<file path="src/rtl/mdu_issue_ctrl.sv">
// Multiply/divide issue controller: picks one requesting port, runs a MULT/DIV style
// operation on its latched operands and reports completion with the owning port index.
module mdu_issue_ctrl #(
  parameter int NPORT   = 2,
  parameter int W       = 32,
  parameter int MUL_LAT = 3,
  localparam int PW     = (NPORT > 1) ? $clog2(NPORT) : 1
) (
  input  logic                 clk,
  input  logic                 resetn,
  input  logic [NPORT-1:0]     valid,
  input  logic [NPORT*4-1:0]   op,
  input  logic [NPORT*W-1:0]   a,
  input  logic [NPORT*W-1:0]   b,
  output logic [NPORT-1:0]     ready,
  input  logic                 flush,
  output logic                 done,
  output logic [PW-1:0]        done_port,
  output logic [W-1:0]         result,
  output logic [W-1:0]         hi,
  output logic [W-1:0]         lo,
  output logic                 busy
);

  // Handshake: port i transfers on a rising edge where valid[i] && ready[i]; ready is
  // one-hot on the lowest valid index while idle/done and not flushing, else all-zero.

  localparam logic [3:0] OP_MULT  = 4'd0;
  localparam logic [3:0] OP_MULTU = 4'd1;
  localparam logic [3:0] OP_DIV   = 4'd2;
  localparam logic [3:0] OP_DIVU  = 4'd3;
  localparam logic [3:0] OP_MTHI  = 4'd4;
  localparam logic [3:0] OP_MTLO  = 4'd5;
  localparam logic [3:0] OP_MFHI  = 4'd6;
  localparam logic [3:0] OP_MFLO  = 4'd7;
  localparam logic [3:0] OP_MUL   = 4'd8;

  localparam int  CMAX    = (W > MUL_LAT) ? W : MUL_LAT;
  localparam int  CW      = $clog2(CMAX + 1);
  localparam bit  MUL_NOW = (MUL_LAT == 1);

  typedef enum logic [1:0] {
    S_IDLE    = 2'd0,
    S_MUL_RUN = 2'd1,
    S_DIV_RUN = 2'd2,
    S_DONE    = 2'd3
  } state_e;

  state_e          state_q, state_d;
  logic [PW-1:0]   port_q, port_d;
  logic [3:0]      op_q, op_d;
  logic [W-1:0]    a_q, a_d, b_q, b_d;
  logic [W-1:0]    hi_q, hi_d, lo_q, lo_d;
  logic [W-1:0]    result_q, result_d;
  logic [W-1:0]    rem_q, rem_d, quo_q, quo_d, dvs_q, dvs_d;
  logic            q_neg_q, q_neg_d, r_neg_q, r_neg_d, dz_q, dz_d;
  logic [CW-1:0]   cnt_q, cnt_d;
  logic            done_q, done_d, busy_q, busy_d;

  // Arbitration
  logic [PW-1:0]   win_idx;
  logic [3:0]      op_w;
  logic [W-1:0]    a_w, b_w;
  logic            can_accept, accept;

  always_comb begin
    win_idx = '0;
    op_w    = '0;
    a_w     = '0;
    b_w     = '0;
    for (int i = NPORT - 1; i >= 0; i--) begin
      if (valid[i]) begin
        win_idx = PW'(i);
        op_w    = op[4*i +: 4];
        a_w     = a[W*i +: W];
        b_w     = b[W*i +: W];
      end
    end
  end

  assign can_accept = ((state_q == S_IDLE) || (state_q == S_DONE)) && !flush;
  assign ready      = can_accept ? (valid & (~valid + NPORT'(1))) : '0;
  assign accept     = |ready;

  // Single multiplier; with a one-cycle latency it works straight off the winning port.
  logic [W-1:0]    mul_a, mul_b;
  logic [3:0]      mul_op;
  logic            mul_sgn;
  logic [2*W-1:0]  ext_a, ext_b, product;

  always_comb begin
    mul_a   = MUL_NOW ? a_w  : a_q;
    mul_b   = MUL_NOW ? b_w  : b_q;
    mul_op  = MUL_NOW ? op_w : op_q;
    mul_sgn = (mul_op != OP_MULTU);
    ext_a   = {{W{mul_sgn & mul_a[W-1]}}, mul_a};
    ext_b   = {{W{mul_sgn & mul_b[W-1]}}, mul_b};
    product = ext_a * ext_b;
  end

  // Restoring radix-2 step on magnitudes; signs are reapplied at commit.
  logic [W:0]      trial, sub;
  logic            qbit;
  logic [W-1:0]    rem_n, quo_n, q_fix, r_fix, lo_div, hi_div;

  always_comb begin
    trial  = {rem_q, quo_q[W-1]};
    sub    = trial - {1'b0, dvs_q};
    qbit   = !sub[W];
    rem_n  = qbit ? sub[W-1:0] : trial[W-1:0];
    quo_n  = {quo_q[W-2:0], qbit};
    q_fix  = q_neg_q ? (~quo_n + 1'b1) : quo_n;
    r_fix  = r_neg_q ? (~rem_n + 1'b1) : rem_n;
    lo_div = dz_q ? '1  : q_fix;
    hi_div = dz_q ? a_q : r_fix;
  end

  logic na_w, nb_w;

  always_comb begin
    state_d  = state_q;
    port_d   = port_q;
    op_d     = op_q;
    a_d      = a_q;
    b_d      = b_q;
    hi_d     = hi_q;
    lo_d     = lo_q;
    result_d = result_q;
    rem_d    = rem_q;
    quo_d    = quo_q;
    dvs_d    = dvs_q;
    q_neg_d  = q_neg_q;
    r_neg_d  = r_neg_q;
    dz_d     = dz_q;
    cnt_d    = cnt_q;
    na_w     = (op_w == OP_DIV) & a_w[W-1];
    nb_w     = (op_w == OP_DIV) & b_w[W-1];

    case (state_q)
      S_IDLE, S_DONE: begin
        if (accept) begin
          port_d  = win_idx;
          op_d    = op_w;
          a_d     = a_w;
          b_d     = b_w;
          state_d = S_DONE;
          case (op_w)
            OP_MULT, OP_MULTU, OP_MUL: begin
              if (MUL_NOW) begin
                result_d = product[W-1:0];
                if (op_w != OP_MUL) {hi_d, lo_d} = product;
              end else begin
                state_d = S_MUL_RUN;
                cnt_d   = CW'(MUL_LAT - 1);
              end
            end
            OP_DIV, OP_DIVU: begin
              state_d = S_DIV_RUN;
              cnt_d   = CW'(W);
              rem_d   = '0;
              quo_d   = na_w ? (~a_w + 1'b1) : a_w;
              dvs_d   = nb_w ? (~b_w + 1'b1) : b_w;
              q_neg_d = na_w ^ nb_w;
              r_neg_d = na_w;
              dz_d    = (b_w == '0);
            end
            OP_MTHI: begin
              hi_d     = a_w;
              result_d = a_w;
            end
            OP_MTLO: begin
              lo_d     = a_w;
              result_d = a_w;
            end
            OP_MFHI: result_d = hi_q;
            OP_MFLO: result_d = lo_q;
            default: result_d = '0;
          endcase
        end else begin
          state_d = S_IDLE;
        end
      end
      S_MUL_RUN: begin
        if (flush) begin
          state_d = S_IDLE;
        end else if (cnt_q == CW'(1)) begin
          state_d  = S_DONE;
          result_d = product[W-1:0];
          if (op_q != OP_MUL) {hi_d, lo_d} = product;
        end else begin
          cnt_d = cnt_q - CW'(1);
        end
      end
      S_DIV_RUN: begin
        if (flush) begin
          state_d = S_IDLE;
        end else begin
          rem_d = rem_n;
          quo_d = quo_n;
          cnt_d = cnt_q - CW'(1);
          if (cnt_q == CW'(1)) begin
            state_d  = S_DONE;
            lo_d     = lo_div;
            hi_d     = hi_div;
            result_d = lo_div;
          end
        end
      end
      default: state_d = S_IDLE;
    endcase

    done_d = (state_d == S_DONE);
    busy_d = (state_d == S_MUL_RUN) || (state_d == S_DIV_RUN);
  end

  always_ff @(posedge clk or negedge resetn) begin
    if (!resetn) begin
      state_q  <= S_IDLE;
      port_q   <= '0;
      op_q     <= '0;
      a_q      <= '0;
      b_q      <= '0;
      hi_q     <= '0;
      lo_q     <= '0;
      result_q <= '0;
      rem_q    <= '0;
      quo_q    <= '0;
      dvs_q    <= '0;
      q_neg_q  <= 1'b0;
      r_neg_q  <= 1'b0;
      dz_q     <= 1'b0;
      cnt_q    <= '0;
      done_q   <= 1'b0;
      busy_q   <= 1'b0;
    end else begin
      state_q  <= state_d;
      port_q   <= port_d;
      op_q     <= op_d;
      a_q      <= a_d;
      b_q      <= b_d;
      hi_q     <= hi_d;
      lo_q     <= lo_d;
      result_q <= result_d;
      rem_q    <= rem_d;
      quo_q    <= quo_d;
      dvs_q    <= dvs_d;
      q_neg_q  <= q_neg_d;
      r_neg_q  <= r_neg_d;
      dz_q     <= dz_d;
      cnt_q    <= cnt_d;
      done_q   <= done_d;
      busy_q   <= busy_d;
    end
  end

  assign done      = done_q;
  assign done_port = port_q;
  assign result    = result_q;
  assign hi        = hi_q;
  assign lo        = lo_q;
  assign busy      = busy_q;

endmodule

</file>
<file path="config.mk">
export PLATFORM = sky130hd
export DESIGN_NAME = mdu_issue_ctrl
export DESIGN_NICKNAME = d
export VERILOG_FILES = /design/src/rtl/mdu_issue_ctrl.sv
export SDC_FILE = /design/constraint.sdc
export NUM_CORES = 2
export LEC_CHECK = 0
export CORE_MARGIN = 2
export CORE_UTILIZATION = 40
export DETAILED_ROUTE_END_ITERATION = 7
export PLACE_DENSITY_LB_ADDON = 0.3
export SETUP_SLACK_MARGIN = 0.1
export SYNTH_ARGS = -nofsm -noshare
export SYNTH_HDL_FRONTEND = slang
export SYNTH_SLANG_ARGS = --single-unit
</file>
<file path="constraint.sdc">
create_clock -name clk -period 9.6 [get_ports clk]
set_input_delay 0.96 -clock clk [delete_from_list [all_inputs] [get_ports clk]]
set_output_delay 0.96 -clock clk [all_outputs]
set_load 0.02 [all_outputs]
</file>
==> flow_metrics.tcl <==
set metrics [dict create \
    status "complete, no violations" \
    place_hpwl_um 167400 \
    syn_area_um2 56540 \
    report.final.slew_viol_count 0 \
    yosys.cell_types.count 87 \
    cp_slowest_cell "dfrtp_1" \
    synth_ff_type "dfrtp_1" \
    path_buf_inv 5 \
    ys_seq_elements 274 \
    timing_worst_setup_path_type "register to register" \
    synth-adder-area-share_pct 45.47 \
    dpl.cell_count 8529 \
    multi_input_area_um2 43600 \
    clock_latency_ns 0.64 \
    synth-compound-area-share_pct 11.43 \
    fp.coreArea_um2 139900 \
    cts_tree "done" \
    timing.final.ws_setup_ns 0.4454 \
    min_period_ns 9.155 \
    rsz0062_at_grt "false" \
    n_fill_cell 14020 \
    layout_common_cells "inv_1 (1201), nand2_1 (1180), fa_1 (1126)" \
    critical_path.top_delay_family "adder cells" \
    min_period_over_period_pct 95.36 \
    row_count 137 \
    setup_viol 0 \
    tightest_slew_ns 1.328 \
    drive_gt1_share_pct 4.753 \
    tns_ns 0 \
    worstSetupStartpointType "register" \
    first_global_vias 49290 \
    drc 0 \
    clk_path_buf_depth 3 \
    totalWireLength_um 206600 \
    clk_pin_slew_ns 0.07 \
    slowest_delay_ns 0.78 \
    syn-mean-instance-area_um2 8.516 \
    ys_warn_count 0 \
    place.gp.congestion 1.028 \
    hold_slack_ns 0.3821 \
    cts_max_level 1 \
    drtIter0Drc 4723 \
    start_util_pct 40.42 \
    cts_hold_buf 0 \
    synth_nets 8159 \
    io_pins 242 \
    maxSlewHeadroom_pct 11.45 \
    crit_arrival_ns 9.62 \
    antenna_found_initial 12 \
    final-hold-violation-count 0 \
    synth_xor_area_share_pct 3.253 \
    mostFrequentLayoutCell "inv_1" \
    yosysSeqAreaShare_pct 12.13 \
    cts.sinks 274 \
    num-nets-final 8207 \
    finClkSkew_ns 0.03193 \
    die_w_um 380.0 \
    synth-edff-count 0 \
    hold_class "primary input to async pin" \
    grt_pass1_wl_um 314400 \
    grt_max_degree 103 \
    required_ns 10.06 \
    fp.dieArea_um2 144400 \
    numCtsBuffers 31 \
    fmax_mhz 109.2 \
    synth-simple-area-share_pct 16.32 \
    portBuffers 241 \
    max_cap_violations 0 \
    die_h_um 380.0 \
    synth_top_family_by_area "adder cells" \
    routed_via_density 5.559 \
    overflow 0 \
    synthArstFlopShare_pct 100.0 \
    drtPass1Iterations 6 \
    root_buffer "clkbuf_16" \
    synthMuxAreaShare_pct 0.4957 \
    ant_nets 0 \
    critPathMaxFanout 23 \
    dpl_worst_slack_ns 0.3617 \
    syn2layout_area_growth_pct 10.84 \
    synth_cells 6639 \
    end_kind "register" \
    grt_usage_pct 28.73 \
    cp_common_cell "fa_1" \
    vias 47770 \
    instances_no_fill 8593 \
    routedWlPerCell_um 24.04 \
    register_area_um2 6864 \
]
routing by layer:
metal	share of wire [%]	GRT usage, %	up-vias
li1	-	-	20550
met3	9.4	5.862	432
met5	0.0048	0	-
met2	45	45.12	2217
met4	4.9	11.04	2
met1	41	39.08	24570
logic make-up (layout without fill, tap and decap cells):
logic type	after synthesis	count (layout)
multiplexers	28	28
other	0	5
adder cells (fa/ha/maj)	1379	1379
flip-flops	274	274
AND/OR/NAND/NOR	2065	2065
XOR/XNOR	210	210
buffers and inverters	1640	1713
AO/OA/AOI/OAI	1043	1043
stage by stage:
step / instance area, µm² / util, %
6_report: 62670 / 44.80
3_3_place_gp: 61400 / 43.90
2_1_floorplan: 56540 / -
4_1_cts: 62630 / 44.77
3_5_place_dp: 61400 / 43.90
5_1_grt: 62660 / 44.79
Yosys cell counts, types with 12 or more instances:
cell | instances | area (µm²)
inv_1 | 1202 | 4512
nand2_1 | 1181 | 4433
fa_1 | 1126 | 22540
clkbuf_1 | 404 | 1516
and2_1 | 326 | 2039
a21oi_1 | 322 | 1612
o21ai_0 | 297 | 1486
dfrtp_1 | 274 | 6857
nor2_1 | 273 | 1025
ha_1 | 253 | 3166
xnor2_1 | 127 | 1112
xor2_1 | 83 | 727.0
a22oi_1 | 69 | 518.0
a21o_1 | 63 | 473.0
nand3_1 | 58 | 290.3
and3_1 | 43 | 269.0
nor3_1 | 41 | 205.2
a31oi_1 | 40 | 250.2
o31ai_1 | 32 | 240.2
mux2i_1 | 28 | 280.3
nand2b_1 | 28 | 175.2
a221oi_1 | 26 | 227.7
buf_1 | 26 | 97.59
nand4_1 | 20 | 125.1
a32oi_1 | 18 | 157.7
o21a_1 | 18 | 135.1
a211oi_1 | 17 | 127.6
a22o_1 | 16 | 140.1
nor2b_1 | 16 | 100.1
o211ai_1 | 16 | 120.1
or3_1 | 15 | 93.84
or2_2 | 14 | 87.58
o21bai_1 | 13 | 97.59
nor4_1 | 12 | 75.07
state kept, by name (all words and copies together) (netlist names):
register,cells
result,32
state_q,2
mul_op,4
r_neg_q,1
done_port,1
q_neg_q,1
dz_q,1
done,1
hi,32
busy,1
quo_q,32
dvs_q,32
rem_q,32
lo,32
a_q,32
b_q,32
cnt_q,6
path summary, 6_finish.rpt:
kind                                  startpoint                endpoint  slack [ns]  cells past startpoint
max                          a_q[18]$_DFFE_PN0P_      hi[12]$_DFFE_PN0P_        0.45                     26
min                                       resetn  result[10]$_DFFE_PN0P_        0.38                      1
max reg2reg                  a_q[18]$_DFFE_PN0P_      hi[12]$_DFFE_PN0P_        0.45                     26
min reg2reg                dvs_q[15]$_DFFE_PN0P_   dvs_q[15]$_DFFE_PN0P_        0.48                      2
max in group asynchronous                 resetn     b_q[11]$_DFFE_PN0P_        7.65                      2
min in group clk           dvs_q[15]$_DFFE_PN0P_   dvs_q[15]$_DFFE_PN0P_        0.48                      2
layout make-up:
type                            instances  area share (%)
Clock inverter                         23          0.6269
Multi-Input combinational cell       4725           69.57
Clock buffer                           35           1.326
Inverter                             1204           7.212
Timing Repair Buffer                  451           6.545
Antenna cell                            5         0.01997
Sequential cell                       274           10.95
Tap cell                             1876           3.746
what timing repair did:
action / 4_1_cts / 5_1_grt
endpoints found under the setup margin: 0 / 8
gates resized for setup: 0 / 8
buffers inserted: 0 / 1
endpoints found under the hold margin: 0 / 0
Power is left out: the tool's default activity adds up to more than one toggle a clock period on the data nets, which glitch-free logic cannot reach.
